[config.mk]
export PLATFORM = sky130hd
export DESIGN_NAME = btn_conditioner
export DESIGN_NICKNAME = d
export VERILOG_FILES = /design/src/rtl/btn_pkg.sv /design/src/rtl/btn_debounce_ch.sv /design/src/rtl/btn_conditioner.sv
export SDC_FILE = /design/constraint.sdc
export NUM_CORES = 1
export LEC_CHECK = 0
export ABC_AREA = 0
export CAP_MARGIN = 20
export CORE_MARGIN = 3
export CORE_UTILIZATION = 50
export CTS_BUF_LIST = sky130_fd_sc_hd__clkbuf_8
export DETAILED_ROUTE_END_ITERATION = 7
export GPL_TIMING_DRIVEN = 1
export MAX_ROUTING_LAYER = met4
export PLACE_DENSITY = 0.79
export SYNTH_ARGS = -nofsm -noshare
export SYNTH_HDL_FRONTEND = slang
export SYNTH_SLANG_ARGS = --single-unit
[constraint.sdc]
create_clock -name clk -period 2.05 [get_ports clk]
set_input_delay 0.3075 -clock clk [delete_from_list [all_inputs] [get_ports clk]]
set_output_delay 0.3075 -clock clk [all_outputs]
set_load 0.03 [all_outputs]
[src/rtl/btn_pkg.sv]
// Shared constants for the push-button conditioner: debounce default, timing helper, FSM encoding.
package btn_pkg;

  localparam int CLK_HZ               = 50_000_000;
  localparam int CYCLES_PER_MS        = CLK_HZ / 1000;
  localparam int DEBOUNCE_CYCLES_DEF  = CYCLES_PER_MS;

  localparam logic [0:0] ST_IDLE  = 1'b0;
  localparam logic [0:0] ST_COUNT = 1'b1;

endpackage

[src/rtl/btn_debounce_ch.sv]
// One button channel: synchroniser, debounce FSM/counter, registered press/release pulses.
// btn changes SYNC_STAGES+DEBOUNCE_CYCLES+1 edges after the first edge that samples a stable raw level.
module btn_debounce_ch
  import btn_pkg::*;
#(
  parameter int SYNC_STAGES     = 2,
  parameter int CNT_W           = 16,
  parameter int DEBOUNCE_CYCLES = DEBOUNCE_CYCLES_DEF
) (
  input  logic clk,
  input  logic rst,
  input  logic btn_raw,
  output logic btn,
  output logic rise,
  output logic fall
);

  localparam logic [CNT_W-1:0] CNT_MAX = CNT_W'(DEBOUNCE_CYCLES);

  logic [SYNC_STAGES-1:0] sync_q;
  logic                   sync;
  logic [0:0]             state;
  logic [CNT_W-1:0]       cnt;

  always_ff @(posedge clk) begin
    if (rst) sync_q <= '0;
    else     sync_q <= {sync_q[SYNC_STAGES-2:0], btn_raw};
  end

  assign sync = sync_q[SYNC_STAGES-1];

  // Any agreement with the current output during COUNT restarts the whole qualification.
  always_ff @(posedge clk) begin
    if (rst) begin
      state <= ST_IDLE;
      cnt   <= '0;
      btn   <= 1'b0;
      rise  <= 1'b0;
      fall  <= 1'b0;
    end else begin
      rise <= 1'b0;
      fall <= 1'b0;
      case (state)
        ST_IDLE: begin
          if (sync != btn) begin
            state <= ST_COUNT;
            cnt   <= CNT_W'(1);
          end else begin
            cnt <= '0;
          end
        end
        ST_COUNT: begin
          if (sync == btn) begin
            state <= ST_IDLE;
            cnt   <= '0;
          end else if (cnt < CNT_MAX) begin
            cnt <= cnt + CNT_W'(1);
          end else begin
            btn   <= sync;
            rise  <= sync;
            fall  <= ~sync;
            cnt   <= '0;
            state <= ST_IDLE;
          end
        end
        default: begin
          state <= ST_IDLE;
          cnt   <= '0;
        end
      endcase
    end
  end

endmodule

[src/rtl/btn_conditioner.sv]
// N_BTN-channel push-button conditioner feeding the GPIO button inputs with clean levels and edge pulses.
// Optional sticky press flags and irq are built only when BTN_EVENT_EN is defined.
module btn_conditioner
  import btn_pkg::*;
#(
  parameter int N_BTN           = 4,
  parameter int SYNC_STAGES     = 2,
  parameter int CNT_W           = 16,
  parameter int DEBOUNCE_CYCLES = DEBOUNCE_CYCLES_DEF
) (
  input  logic             clk,
  input  logic             rst,
  input  logic [N_BTN-1:0] btn_raw_i,
  output logic [N_BTN-1:0] btn_o,
  output logic [N_BTN-1:0] rise_o,
  output logic [N_BTN-1:0] fall_o,
  input  logic [N_BTN-1:0] evt_clr_i,
  output logic [N_BTN-1:0] evt_o,
  output logic             irq_o
);

  if (SYNC_STAGES < 2) begin : g_bad_sync
    $error("btn_conditioner: SYNC_STAGES must be >= 2");
  end
  if (DEBOUNCE_CYCLES < 1 || longint'(DEBOUNCE_CYCLES) >= (longint'(1) << CNT_W)) begin : g_bad_cnt
    $error("btn_conditioner: DEBOUNCE_CYCLES must be in 1 .. 2**CNT_W-1");
  end

  for (genvar i = 0; i < N_BTN; i++) begin : g_ch
    btn_debounce_ch #(
      .SYNC_STAGES    (SYNC_STAGES),
      .CNT_W          (CNT_W),
      .DEBOUNCE_CYCLES(DEBOUNCE_CYCLES)
    ) u_ch (
      .clk    (clk),
      .rst    (rst),
      .btn_raw(btn_raw_i[i]),
      .btn    (btn_o[i]),
      .rise   (rise_o[i]),
      .fall   (fall_o[i])
    );
  end

`ifdef BTN_EVENT_EN
  logic [N_BTN-1:0] evt_q;
  logic [N_BTN-1:0] evt_nxt;
  logic             irq_q;

  // A press arriving with its clear keeps the flag set.
  assign evt_nxt = (evt_q & ~evt_clr_i) | rise_o;

  always_ff @(posedge clk) begin
    if (rst) begin
      evt_q <= '0;
      irq_q <= 1'b0;
    end else begin
      evt_q <= evt_nxt;
      irq_q <= |evt_nxt;
    end
  end

  assign evt_o = evt_q;
  assign irq_o = irq_q;
`else
  logic unused_evt_clr;
  assign unused_evt_clr = ^evt_clr_i;
  assign evt_o = '0;
  assign irq_o = 1'b0;
`endif

endmodule

# Word level (Yosys, flattened, before mapping)
# Cells that the tools add are included.
# word_totals
reg_bits	88
input_bits	10
output_inout_bits	17
wordCells	96
# classes
addsub	4
magnitude_cmp	4
n_eq_ne	8
muxes	32
bitwise_logic	16
reduce_logical	8
# ops
op	n
$mux W16	8
$pmux W16 S2	4
$add A16 B1 Y16 const B	4
$lt A16 B16 Y1 const B	4
$mux W1	16
$not A1 Y1	16
$reduce_or A4 Y1	4
$reduce_and A3 Y1	4
$pmux W1 S2	4
$eq A1 B1 Y1	4
$ne A1 B1 Y1	4

# Logic depth before layout (Yosys ltp)
# Gate-level depths: netlist of run 1.
# logic_depth
ltp_word	4
depth_mapped	6
mapped_depth_nobuf	5

# Cells and area by module
# A second synthesis of run 1 with hierarchy kept.
# hier_totals
cells_unflattened	413
area_unflattened_um2	4066.4
# by_module_without_submodules
module	n_inst	cells_per_inst	area_per_inst_um2	seq_area_each_um2
btn_debounce_ch at g_ch[0].u_ch ...	3	103	1028.5	440.4
btn_debounce_ch at g_ch[3].u_ch	1	98	939.7	440.4
btn_conditioner	1	6	41.3	0.0

# Least setup slack after synthesis of run 1
# OpenSTA, ideal clock, no wires.
# synth_timing
path_kind	flip-flop to flip-flop
startpoint	register g_ch[0].u_ch.cnt[8]
endpoint	register g_ch[0].u_ch.cnt[10]
setup_time_ns	0.132
arrival_time_ns	1.352
required_ns	1.918
setup_slack_ns	0.566
stages_incl_launch_ff	6
path_buffers	1
period_less_slack_ns	1.484
cell_sequence	dfxtp_1 nand2_1 or3_1 a21oi_2 buf_4 nor3_1
# synth_via
elab_chain_cells	4
word_cells_on_any_way	5
cone_classes	1 x add/sub; 1 x order compare; 3 x mux
# synth_lines
element	line	source
from (decl)	btn_debounce_ch.sv:23	logic [CNT_W-1:0] cnt;
from (signal assigned)	btn_debounce_ch.sv:57	cnt <= cnt + CNT_W'(1);
$add A16 B1 Y16 or $lt A16 B16 Y1 (tied branches)	btn_debounce_ch.sv:57, btn_debounce_ch.sv:56	
$mux W16 *	btn_debounce_ch.sv:56	end else if (cnt < CNT_MAX) begin
$mux W16 *	btn_debounce_ch.sv:53	if (sync == btn) begin
$pmux W16 S2 *	btn_debounce_ch.sv:43	case (state)
# Every way passes the cells marked *; elsewhere a longest branch is shown, timed or not.
# A chain may end at the register's enable or synchronous reset.

# Final worst setup path of run 1
# layout_timing
startpoint	register g_ch[0].u_ch.btn
endpoint	output btn_o[0]
# layout_rtl
element	line	source
from (decl)	btn_debounce_ch.sv:13	output logic btn,
from (signal assigned)	btn_debounce_ch.sv:59	btn <= sync;
to (decl)	btn_conditioner.sv:14	output logic [N_BTN-1:0] btn_o,
# No word-level cell between the ends.

==> qor.txt, run 1 <==
Post-route DRC -> 0
Final GP Congestion -> 0.881
Clock transition at path regs -> 80 ps
Status -> finished clean
Post-cts hold buffer count -> 0
Post-CTS sizing -> 0
CP cell instances -> clkdlybuf4s50_1
Post-CTS setup buffer count -> 0
Most common cell after layout, fill and taps aside -> dfxtp_1
Sw frac -> 21.1%
CP Class -> register to primary output
Worst Path Required -> 1740 ps
Max Clock Skew -> 6.53 ps
GRT Residual Overflow -> 0
Rel. slew slack -> 61.1%
Core Region -> 7330 um^2
Post-DP HPWL -> 4670 um
Die outline area -> 8720 um^2
Arrival time worst endpoint -> 1460 ps
Setup TNS -> 0 ps
RSZ-0062 raised after global routing -> false
Vias in the first global route -> 2,701
Cell count after synthesis -> 424
Hold Crit Class -> register to register
Root Driver -> clkbuf_8
Total Routing Usage GR -> 17.1%
Post-synthesis register bit count -> 88
NetSw -> 625 uW
Row count -> 31
Post-DR vias/cell -> 5.35
Overall power -> 2960 uW
Compound-cell area share of the yosys netlist -> 3.93%
Drt total wl -> 6660 um
Synth Area in Simple Gates -> 28.6%
Post-route minimum period -> 1770 ps
Nets -> 449
Clock Latency Late Sink -> 350 ps
Avg Cell Area, Syn -> 9.00 um^2
Inserted Diodes -> 0
DR pass1 iterations -> 5
Critical Path Source -> g_ch[0].u_ch.btn
Fin crit share -> 86.4%
Routed len/inst -> 12.4 um
WP buf/inv -> 1
Leakage -> 0.00126 uW
TritonCTS Sinks -> 88
CTS tree -> built
Die width -> 93.4 um
Mux share of post-synthesis cell area -> 1.05%
Combinational share of power -> 1.7%
XOR/XNOR Fraction of Synth Area -> 12.4%
Mapped Area -> 3820 um^2
Layout cells sized above 1 -> 6.14%
Hold path startpoint -> g_ch[3].u_ch.sync_q[0]
Dpl cells -> 523
CTS Buf Count -> 9
Clk pwr share -> 39.9%
Post-DRT Antenna Nets -> 0
Synth-to-layout area growth -> 10.0%
Initial Util -> 52.1%
H-tree depth -> 3
Max-capacitance violation count -> 0
Top delay family on crit path -> buffers and inverters
Longest Clk Path Bufs -> 2
Non-filler cells, final -> 539
CP Max Fanout -> 4
Power per standard cell area -> 704 nW/um^2
CP max stage cell -> clkdlybuf4s50_1
Endpoints failing hold -> 0
Adder-cell share of the synthesized area -> 1.31%
First-pass GRT wire length -> 11,800 um
Ys Warns -> 0
Most frequent cells in the layout -> dfxtp_1 (88), nor3_1 (59), xnor2_1 (40)
Final Setup Violations -> 0
Crit-path max cell delay -> 710 ps
Largest net degree at the start of global routing -> 17
Register share of total power -> 58.4%
Startpoint types -> register
Post-synthesis sequential area ratio -> 46.2%
IR drop worst, VDD -> 0.345 mV
Max-slew violations -> 0
Total vias in the final route -> 2,884
Reg-to-reg critical path startpoint -> g_ch[1].u_ch.cnt[7]
Port Buffers -> 17
Die height -> 93.4 um
Antenna violations before repair -> 0
Worst Max-Slew Pin Slew -> 583 ps
Max frequency -> 565 MHz
Largest family of logic cells by synthesized area -> simple AND/OR/NAND/NOR gates
CP Capture Type -> primary output
Cell variety after synth -> 35
Num ports -> 27
Power Internal -> 2330 uW
Initial DRC Count -> 87
power groups by stage:
stage | clock [uW] | combinational [uW] | sequential (uW)
after floorplan | 0 | 40.4 | 1770
after global placement | 0 | 48.7 | 1770
after detailed placement | 0 | 49.9 | 1770
after CTS | 1220 | 49.9 | 1730
after global routing | 1280 | 55.2 | 1730
final | 1180 | 49.4 | 1730
state kept, by name, summed over array words and instances (netlist names):
register          count
g_ch.u_ch.btn         4
g_ch.u_ch.rise        4
g_ch.u_ch.state       4
g_ch.u_ch.sync_q      8
g_ch.u_ch.fall        4
g_ch.u_ch.cnt        64
logic make-up after synthesis:
kind of cell    Yosys count
other cells               1
simple gates            207
flops                    88
fa+ha+maj                 4
buf+inv                  44
compound gates           22
mux                       4
xor+xnor                 54
Yosys cell counts:
cell type  number  share of area [%]
o21ai_0         4               0.52
or3_1           4               0.66
and3_1          8                1.3
buf_6           1               0.30
o211ai_1        1               0.20
a311o_1         1               0.26
nand3_1        24                3.1
nor4_2          1               0.33
nand4_1        20                3.3
nand2b_1        9                1.5
buf_2           5               0.66
inv_1          13                1.3
nor3_1         59                7.7
and4_1          3               0.69
nor2b_1         8                1.3
nor4_1         13                2.1
xor2_1         14                3.2
dfxtp_1        88                 46
clkbuf_2        1               0.13
xnor2_1        40                9.2
nor3b_1         6                1.2
nand2_1        18                1.8
a211oi_1        2               0.39
conb_1          1              0.098
ha_1            4                1.3
nor2_1         31                3.0
a21o_1          5               0.98
mux2i_1         4                1.0
buf_4          18                3.5
a21oi_2         1               0.23
and2_1          3               0.49
clkbuf_1        6               0.59
o21ai_1         1               0.13
a41oi_1         3               0.69
a21oi_1         4               0.52
metrics by stage:
| stage | area (um^2) | hold slack [ps] | setup WS [ps] | util [%] |
|---|---|---|---|---|
| floorplan | 3830 | 414 | 566 | - |
| global placement | 4000 | 422 | 215 | 54.6 |
| detailed placement | 4000 | 431 | 134 | 54.6 |
| CTS | 4200 | 451 | 248 | 57.3 |
| global route | 4200 | 458 | 149 | 57.3 |
| finish | 4200 | 445 | 279 | 57.3 |
routing by layer:
metal	up-vias	GRT usage [%]	routed length [um]
met5	-	-	0
met2	41	27.0	3160
li1	1481	-	-
met4	0	7.57	103
met1	1353	21.5	3230
met3	9	2.90	161
layout make-up:
class / instances / area [um^2]
inverters: 13 / 48.8
flip-flops and latches: 88 / 1760
fillers: 653 / 3130
well taps: 99 / 124
multi-input cells: 296 / 1820
clock inverters: 6 / 60.1
clock buffers: 10 / 138
repair buffers: 27 / 245
worst reg2reg max path: stages, from the launching register on:
cell and delay (ps):
dfxtp_1 470, o211ai_1 150, o21ai_1 250, a311o_1 590, nor2_1 120
final timing paths:
check / to / slack (ps) / depth (start not counted)
max: btn_o[0] / 280 / 1
min: g_ch[3].u_ch.sync_q[1] / 440 / 1
max reg2reg: g_ch[1].u_ch.cnt[10] / 350 / 4
min reg2reg: g_ch[3].u_ch.sync_q[1] / 440 / 1
(Power assumes the default switching activity.)
==> run 2: changes to the inputs <==
--- a/config.mk
+++ b/config.mk
@@ -7,13 +7,15 @@
 export LEC_CHECK = 0
 export ABC_AREA = 0
 export CAP_MARGIN = 20
+export CELL_PAD_IN_SITES_DETAIL_PLACEMENT = 0
+export CELL_PAD_IN_SITES_GLOBAL_PLACEMENT = 2
 export CORE_MARGIN = 3
-export CORE_UTILIZATION = 50
+export CORE_UTILIZATION = 38
 export CTS_BUF_LIST = sky130_fd_sc_hd__clkbuf_8
 export DETAILED_ROUTE_END_ITERATION = 7
 export GPL_TIMING_DRIVEN = 1
 export MAX_ROUTING_LAYER = met4
-export PLACE_DENSITY = 0.79
+export PLACE_DENSITY = 0.91
 export SYNTH_ARGS = -nofsm -noshare
 export SYNTH_HDL_FRONTEND = slang
 export SYNTH_SLANG_ARGS = --single-unit
==> run 2 against run 1 <==
Critical path depth is the same. Via count fell by 2.8%. Fmax down 0.71%. Non-clock buffer count grew 1. Register-to-register slack barely moved. Clock-buffer cell count shrank 1. Final cell count is 5.8% higher. Die area grew 29%. Clock skew increased by 3.2 ps. Total power increased by 9.9%.
==> qor.txt, run 2 (same netlist as run 1, synthesis figures left out) <==
Antenna violations before repair -> 0 (unchanged)
Hold Crit Class -> register to register
Crit-path max cell delay -> 700 ps (about the same)
Post-route DRC -> 0 (unchanged)
Worst Path Required -> 1740 ps (about the same)
Max-capacitance violation count -> 0 (unchanged)
Final Setup Violations -> 0 (unchanged)
Max Clock Skew -> 9.76 ps (+3.23 ps)
Fin area -> 4310 um^2 (+2.7%)
Largest registers -> g_ch.u_ch.cnt (64), g_ch.u_ch.sync_q (8)
Hold path endpoint -> g_ch[0].u_ch.sync_q[1]
Post-Place Cell Area -> 4060 um^2 (+1.4%)
TritonCTS Sinks -> 88 (unchanged)
Clock transition at path regs -> 90 ps (about the same)
Final GP Congestion -> 0.768 (-13%)
Rel. slew slack -> 61.3% (+0.10 points)
Worst Hold Depth -> 1 (unchanged)
Status -> finished clean
Nets -> 450 (+0.22%)
Row count -> 35 (+13%)
R2r endpoint -> g_ch[1].u_ch.cnt[13]
Clock Latency Late Sink -> 350 ps (about the same)
Post-CTS sizing -> 0 (unchanged)
Fin crit share -> 87.0% (+0.61 points)
R2r worst-path depth -> 4 (unchanged)
Num ports -> 27 (unchanged)
First-pass GRT wire length -> 12,000 um (+1.6%)
Post-DRT Antenna Nets -> 0 (unchanged)
CP Max Fanout -> 4 (unchanged)
Leakage -> 0.00130 uW (+2.8%)
Arrival time worst endpoint -> 1480 ps (+20 ps)
Inserted Diodes -> 0 (unchanged)
Total vias in the final route -> 2,804 (-2.8%)
Reg-to-reg critical path startpoint -> g_ch[1].u_ch.cnt[7]
Endpoints failing hold -> 0 (unchanged)
Post-CTS setup buffer count -> 0 (unchanged)
Post-DP HPWL -> 4870 um (+4.3%)
Root Driver -> clkbuf_8
Layout cells sized above 1 -> 6.58% (+0.44 points)
Post-cts hold buffer count -> 0 (unchanged)
Total Routing Usage GR -> 13.3% (-3.8 points)
GRT Residual Overflow -> 0 (unchanged)
Post-route minimum period -> 1780 ps (+12.6 ps)
Synth-to-layout area growth -> 13.0%
Reg with most FFs -> g_ch.u_ch.cnt
Max reg flops -> 64 (unchanged)
Die width -> 106 um (+14%)
Power per standard cell area -> 754 nW/um^2 (+7.1%)
Post-DR vias/cell -> 4.92 (-8.1%)
Flop2flop setup slack -> 350 ps (about the same)
DR pass1 iterations -> 4 (-1)
Vias in the first global route -> 2,619 (-3.0%)
Initial DRC Count -> 60 (-31%)
Setup TNS -> 0 ps (unchanged)
CP Class -> register to primary output
Most common cell after layout, fill and taps aside -> dfxtp_1
CP Capture Type -> primary output
Port Buffers -> 17 (unchanged)
Startpoint types -> register
CTS Buf Count -> 9 (unchanged)
Drt total wl -> 6780 um (+1.7%)
IR drop worst, VDD -> 0.383 mV (+11%)
Worst Max-Slew Pin Slew -> 581 ps (-1.56 ps)
H-tree depth -> 3 (unchanged)
Top delay family on crit path -> buffers and inverters
Die outline area -> 11,300 um^2 (+29%)
Longest Clk Path Bufs -> 2 (unchanged)
Initial Util -> 40.2% (-12 points)
Most frequent cells in the layout -> dfxtp_1 (88), nor3_1 (59), xnor2_1 (40)
Largest net degree at the start of global routing -> 19 (+2)
Core Region -> 9500 um^2 (+30%)
CTS tree -> built
RSZ-0062 raised after global routing -> false
WP buf/inv -> 1 (unchanged)
CP max stage cell -> clkdlybuf4s50_1
CP cell instances -> clkdlybuf4s50_1
Die height -> 106 um (+14%)
Routed len/inst -> 11.9 um (-3.8%)
Hold path startpoint -> g_ch[0].u_ch.sync_q[0]
Max-slew violations -> 0 (unchanged)
Max frequency -> 561 MHz (-0.71%)
## run 2: final cells by class
cell class | instances | area (um^2)
clock buffer | 9 | 124
clock inverter | 7 | 128
fill | 929 | 5190
inverter | 13 | 48.8
multi-input combinational | 296 | 1820
sequential | 88 | 1760
tap | 129 | 161
timing repair buffer | 28 | 265
## run 2: how the worst max path moves through the flow
stage / from / to / slack (ps) / cells after the start
6_report: g_ch[2].u_ch.btn / btn_o[2] / 270 / 1
5_1_grt: g_ch[1].u_ch.cnt[7] / g_ch[1].u_ch.cnt[6] / 90 / 4
4_1_cts: g_ch[2].u_ch.btn / btn_o[2] / 230 / 1
3_5_place_dp: rst / g_ch[3].u_ch.cnt[10] / 240 / 6
3_3_place_gp: rst / g_ch[3].u_ch.cnt[3] / 260 / 6
2_1_floorplan: g_ch[0].u_ch.cnt[8] / g_ch[0].u_ch.cnt[10] / 570 / 5
## run 2: layer usage
layer | GRT usage [%] | vias up | part of all wire, %
met3 | 3.28 | 9 | 2.9
met4 | 4.16 | 0 | 1.3
met5 | - | - | 0
met1 | 17.4 | 1276 | 51
met2 | 20.2 | 33 | 45
li1 | - | 1486 | -
## run 2: per-stage QoR
| step | hold slack, ps | total power, uW | worst slack (ps) | utilization (%) | instances |
|---|---|---|---|---|---|
| 3_5_place_dp | 426 | 1820 | 237 | 42.7 | 554 |
| 6_report | 445 | 3250 | 266 | 45.4 | 570 |
| 2_1_floorplan | 414 | 1810 | 566 | - | 428 |
| 3_3_place_gp | 421 | 1810 | 263 | 42.7 | 554 |
| 4_1_cts | 447 | 3290 | 229 | 45.4 | 570 |
| 5_1_grt | 460 | 3380 | 93.9 | 45.4 | 570 |
## run 2: power breakdown
group	internal (uW)	switching, uW	leakage [uW]	total [uW]
Sequential	1720	7.94	0.000711	1730
Combinational	21.5	25.9	0.000462	47.4
Clock	827	647	0.000126	1470
==> run 3: changes to the inputs <==
--- a/config.mk
+++ b/config.mk
@@ -13,7 +13,7 @@
 export CORE_UTILIZATION = 38
 export CTS_BUF_LIST = sky130_fd_sc_hd__clkbuf_8
 export DETAILED_ROUTE_END_ITERATION = 7
-export GPL_TIMING_DRIVEN = 1
+export GPL_TIMING_DRIVEN = 0
 export MAX_ROUTING_LAYER = met4
 export PLACE_DENSITY = 0.91
 export SYNTH_ARGS = -nofsm -noshare
==> run 3 against run 2 <==
Setup slack worse by 100 ps. Critical path depth up 1. Via count grew 3.2%. Final cell count rose by 3.5%. Sequential cell count is the same. First-iteration DRC count rose by 63%. Critical path type unchanged. Largest cell class unchanged. Largest power group unchanged. Highest routed layer unchanged.
==> qor.txt, run 3 (same netlist as run 1, synthesis figures left out) <==
Max frequency -> 530 MHz (-5.5%)
Leakage -> 0.00135 uW (+4.2%)
CP Capture Type -> primary output
Die outline area -> 11,300 um^2 (unchanged)
H-tree depth -> 3 (unchanged)
Initial Util -> 40.2% (unchanged)
Drt total wl -> 7230 um (+6.6%)
Non-filler cells, final -> 590 (+3.5%)
DR pass1 iterations -> 5 (+1)
RSZ-0062 raised after global routing -> false
Post-CTS setup buffer count -> 0 (unchanged)
Num ports -> 27 (unchanged)
Most frequent cells in the layout -> dfxtp_1 (88), nor3_1 (59), xnor2_1 (40)
Row count -> 35 (unchanged)
Port Buffers -> 17 (unchanged)
Fin crit share -> 92.1% (+5.1 points)
Total vias in the final route -> 2,894 (+3.2%)
First-pass GRT wire length -> 12,800 um (+5.9%)
Clock Latency Late Sink -> 350 ps (about the same)
Rel. slew slack -> 64.0% (+2.7 points)
Dpl cells -> 574 (+3.6%)
Final GP Congestion -> 0.809 (+5.4%)
Die width -> 106 um (unchanged)
Overall power -> 2940 uW (-9.5%)
Max-capacitance violation count -> 0 (unchanged)
CP cell instances -> buf_4 -> clkdlybuf4s50_1
Routed len/inst -> 12.2 um (+3.0%)
Fin Hold WS -> 441 ps (-3.95 ps)
Inserted Diodes -> 0 (unchanged)
Largest registers -> g_ch.u_ch.cnt (64), g_ch.u_ch.sync_q (8)
Max reg flops -> 64 (unchanged)
Power per standard cell area -> 676 nW/um^2 (-10%)
CTS tree -> built
CP Max Fanout -> 4 (unchanged)
Vias in the first global route -> 2,717 (+3.7%)
Arrival time worst endpoint -> 1580 ps (+100 ps)
Post-DP HPWL -> 5040 um (+3.4%)
CTS Buf Count -> 9 (unchanged)
Crit-path max cell delay -> 650 ps (-50 ps)
IR drop worst, VDD -> 0.363 mV (-5.3%)
Antenna violations before repair -> 0 (unchanged)
Core Region -> 9500 um^2 (unchanged)
Reg with most FFs -> g_ch.u_ch.cnt
Post-DRT Antenna Nets -> 0 (unchanged)
Endpoints failing hold -> 0 (unchanged)
Post-route minimum period -> 1890 ps (+104 ps)
Post-route DRC -> 0 (unchanged)
Fin area -> 4350 um^2 (+0.90%)
Post-DR vias/cell -> 4.91 (-0.29%)
Fillers -> 934 (+0.54%)
Most common cell after layout, fill and taps aside -> dfxtp_1
Post-place setup slack -> -158 ps (-395 ps)
TritonCTS Sinks -> 88 (unchanged)
Clock transition at path regs -> 80 ps (about the same)
CP Class -> register to primary output
GRT Residual Overflow -> 0 (unchanged)
Startpoint types -> register
Nets -> 470 (+4.4%)
Worst setup margin -> 162 ps (-104 ps)
Max Clock Skew -> 11.8 ps (+2.05 ps)
Status -> finished clean
Synth-to-layout area growth -> 14.0%
Post-CTS sizing -> 0 (unchanged)
Hold Crit Class -> register to register
Root Driver -> clkbuf_8
Max-slew violations -> 0 (unchanged)
Final Setup Violations -> 0 (unchanged)
Largest net degree at the start of global routing -> 15 (-4)
Longest Clk Path Bufs -> 2 (unchanged)
CP max stage cell -> clkdlybuf4s50_1
Post-cts hold buffer count -> 0 (unchanged)
Worst Path Required -> 1740 ps (about the same)
Layout cells sized above 1 -> 9.33% (+2.8 points)
Initial DRC Count -> 98 (+63%)
Worst Max-Slew Pin Slew -> 540 ps (-40.7 ps)
Die height -> 106 um (unchanged)
Total Routing Usage GR -> 14.0% (+0.73 points)
Post-Place Cell Area -> 4160 um^2 (+2.6%)
## run 3: cell type report
class	count	area, um^2	share of cell area [%]
inverter	13	48.8	1.12
tap	129	161	3.71
multi-input combinational	296	1820	41.9
clock buffer	9	124	2.85
sequential	88	1760	40.5
buffer	31	199	4.57
clock inverter	7	62.6	1.44
timing repair buffer	17	170	3.91
## run 3: power breakdown
group,switching [uW],leakage [uW],internal (uW)
Clock,604,0.0000985,553
Combinational,27.1,0.000543,27.3
Sequential,8.24,0.000711,1720
Total,640,0.00135,2300
## run 3: final timing paths
check                    startpoint                endpoint  slack [ps]  cells past startpoint
max                g_ch[3].u_ch.btn                btn_o[3]         160                      2
min          g_ch[0].u_ch.sync_q[0]  g_ch[0].u_ch.sync_q[1]         440                      1
max reg2reg     g_ch[3].u_ch.cnt[4]    g_ch[3].u_ch.cnt[15]         240                      6
min reg2reg  g_ch[0].u_ch.sync_q[0]  g_ch[0].u_ch.sync_q[1]         440                      1
## run 3: routing by layer
metal	global-route usage, %	share of wire (%)	wire length [um]	vias to the layer above
li1	-	-	-	1518
met1	19.1	51	3700	1329
met2	20.8	45	3220	38
met3	2.37	2.7	193	9
met4	5.27	1.5	108	0
met5	-	0	0	-
## run 3: worst max-delay path, delay by kind of cell (launching register included)
family	cells	cell delay, ps
flops	1	440
buf+inv	2	790
## run 3: metrics by stage
stage / setup TNS (ps) / util [%]
after floorplan: 0 / -
after global placement: -3010 / 43.8
after detailed placement: -3920 / 43.8
after CTS: 0 / 45.8
after global routing: 0 / 45.8
final: 0 / 45.8
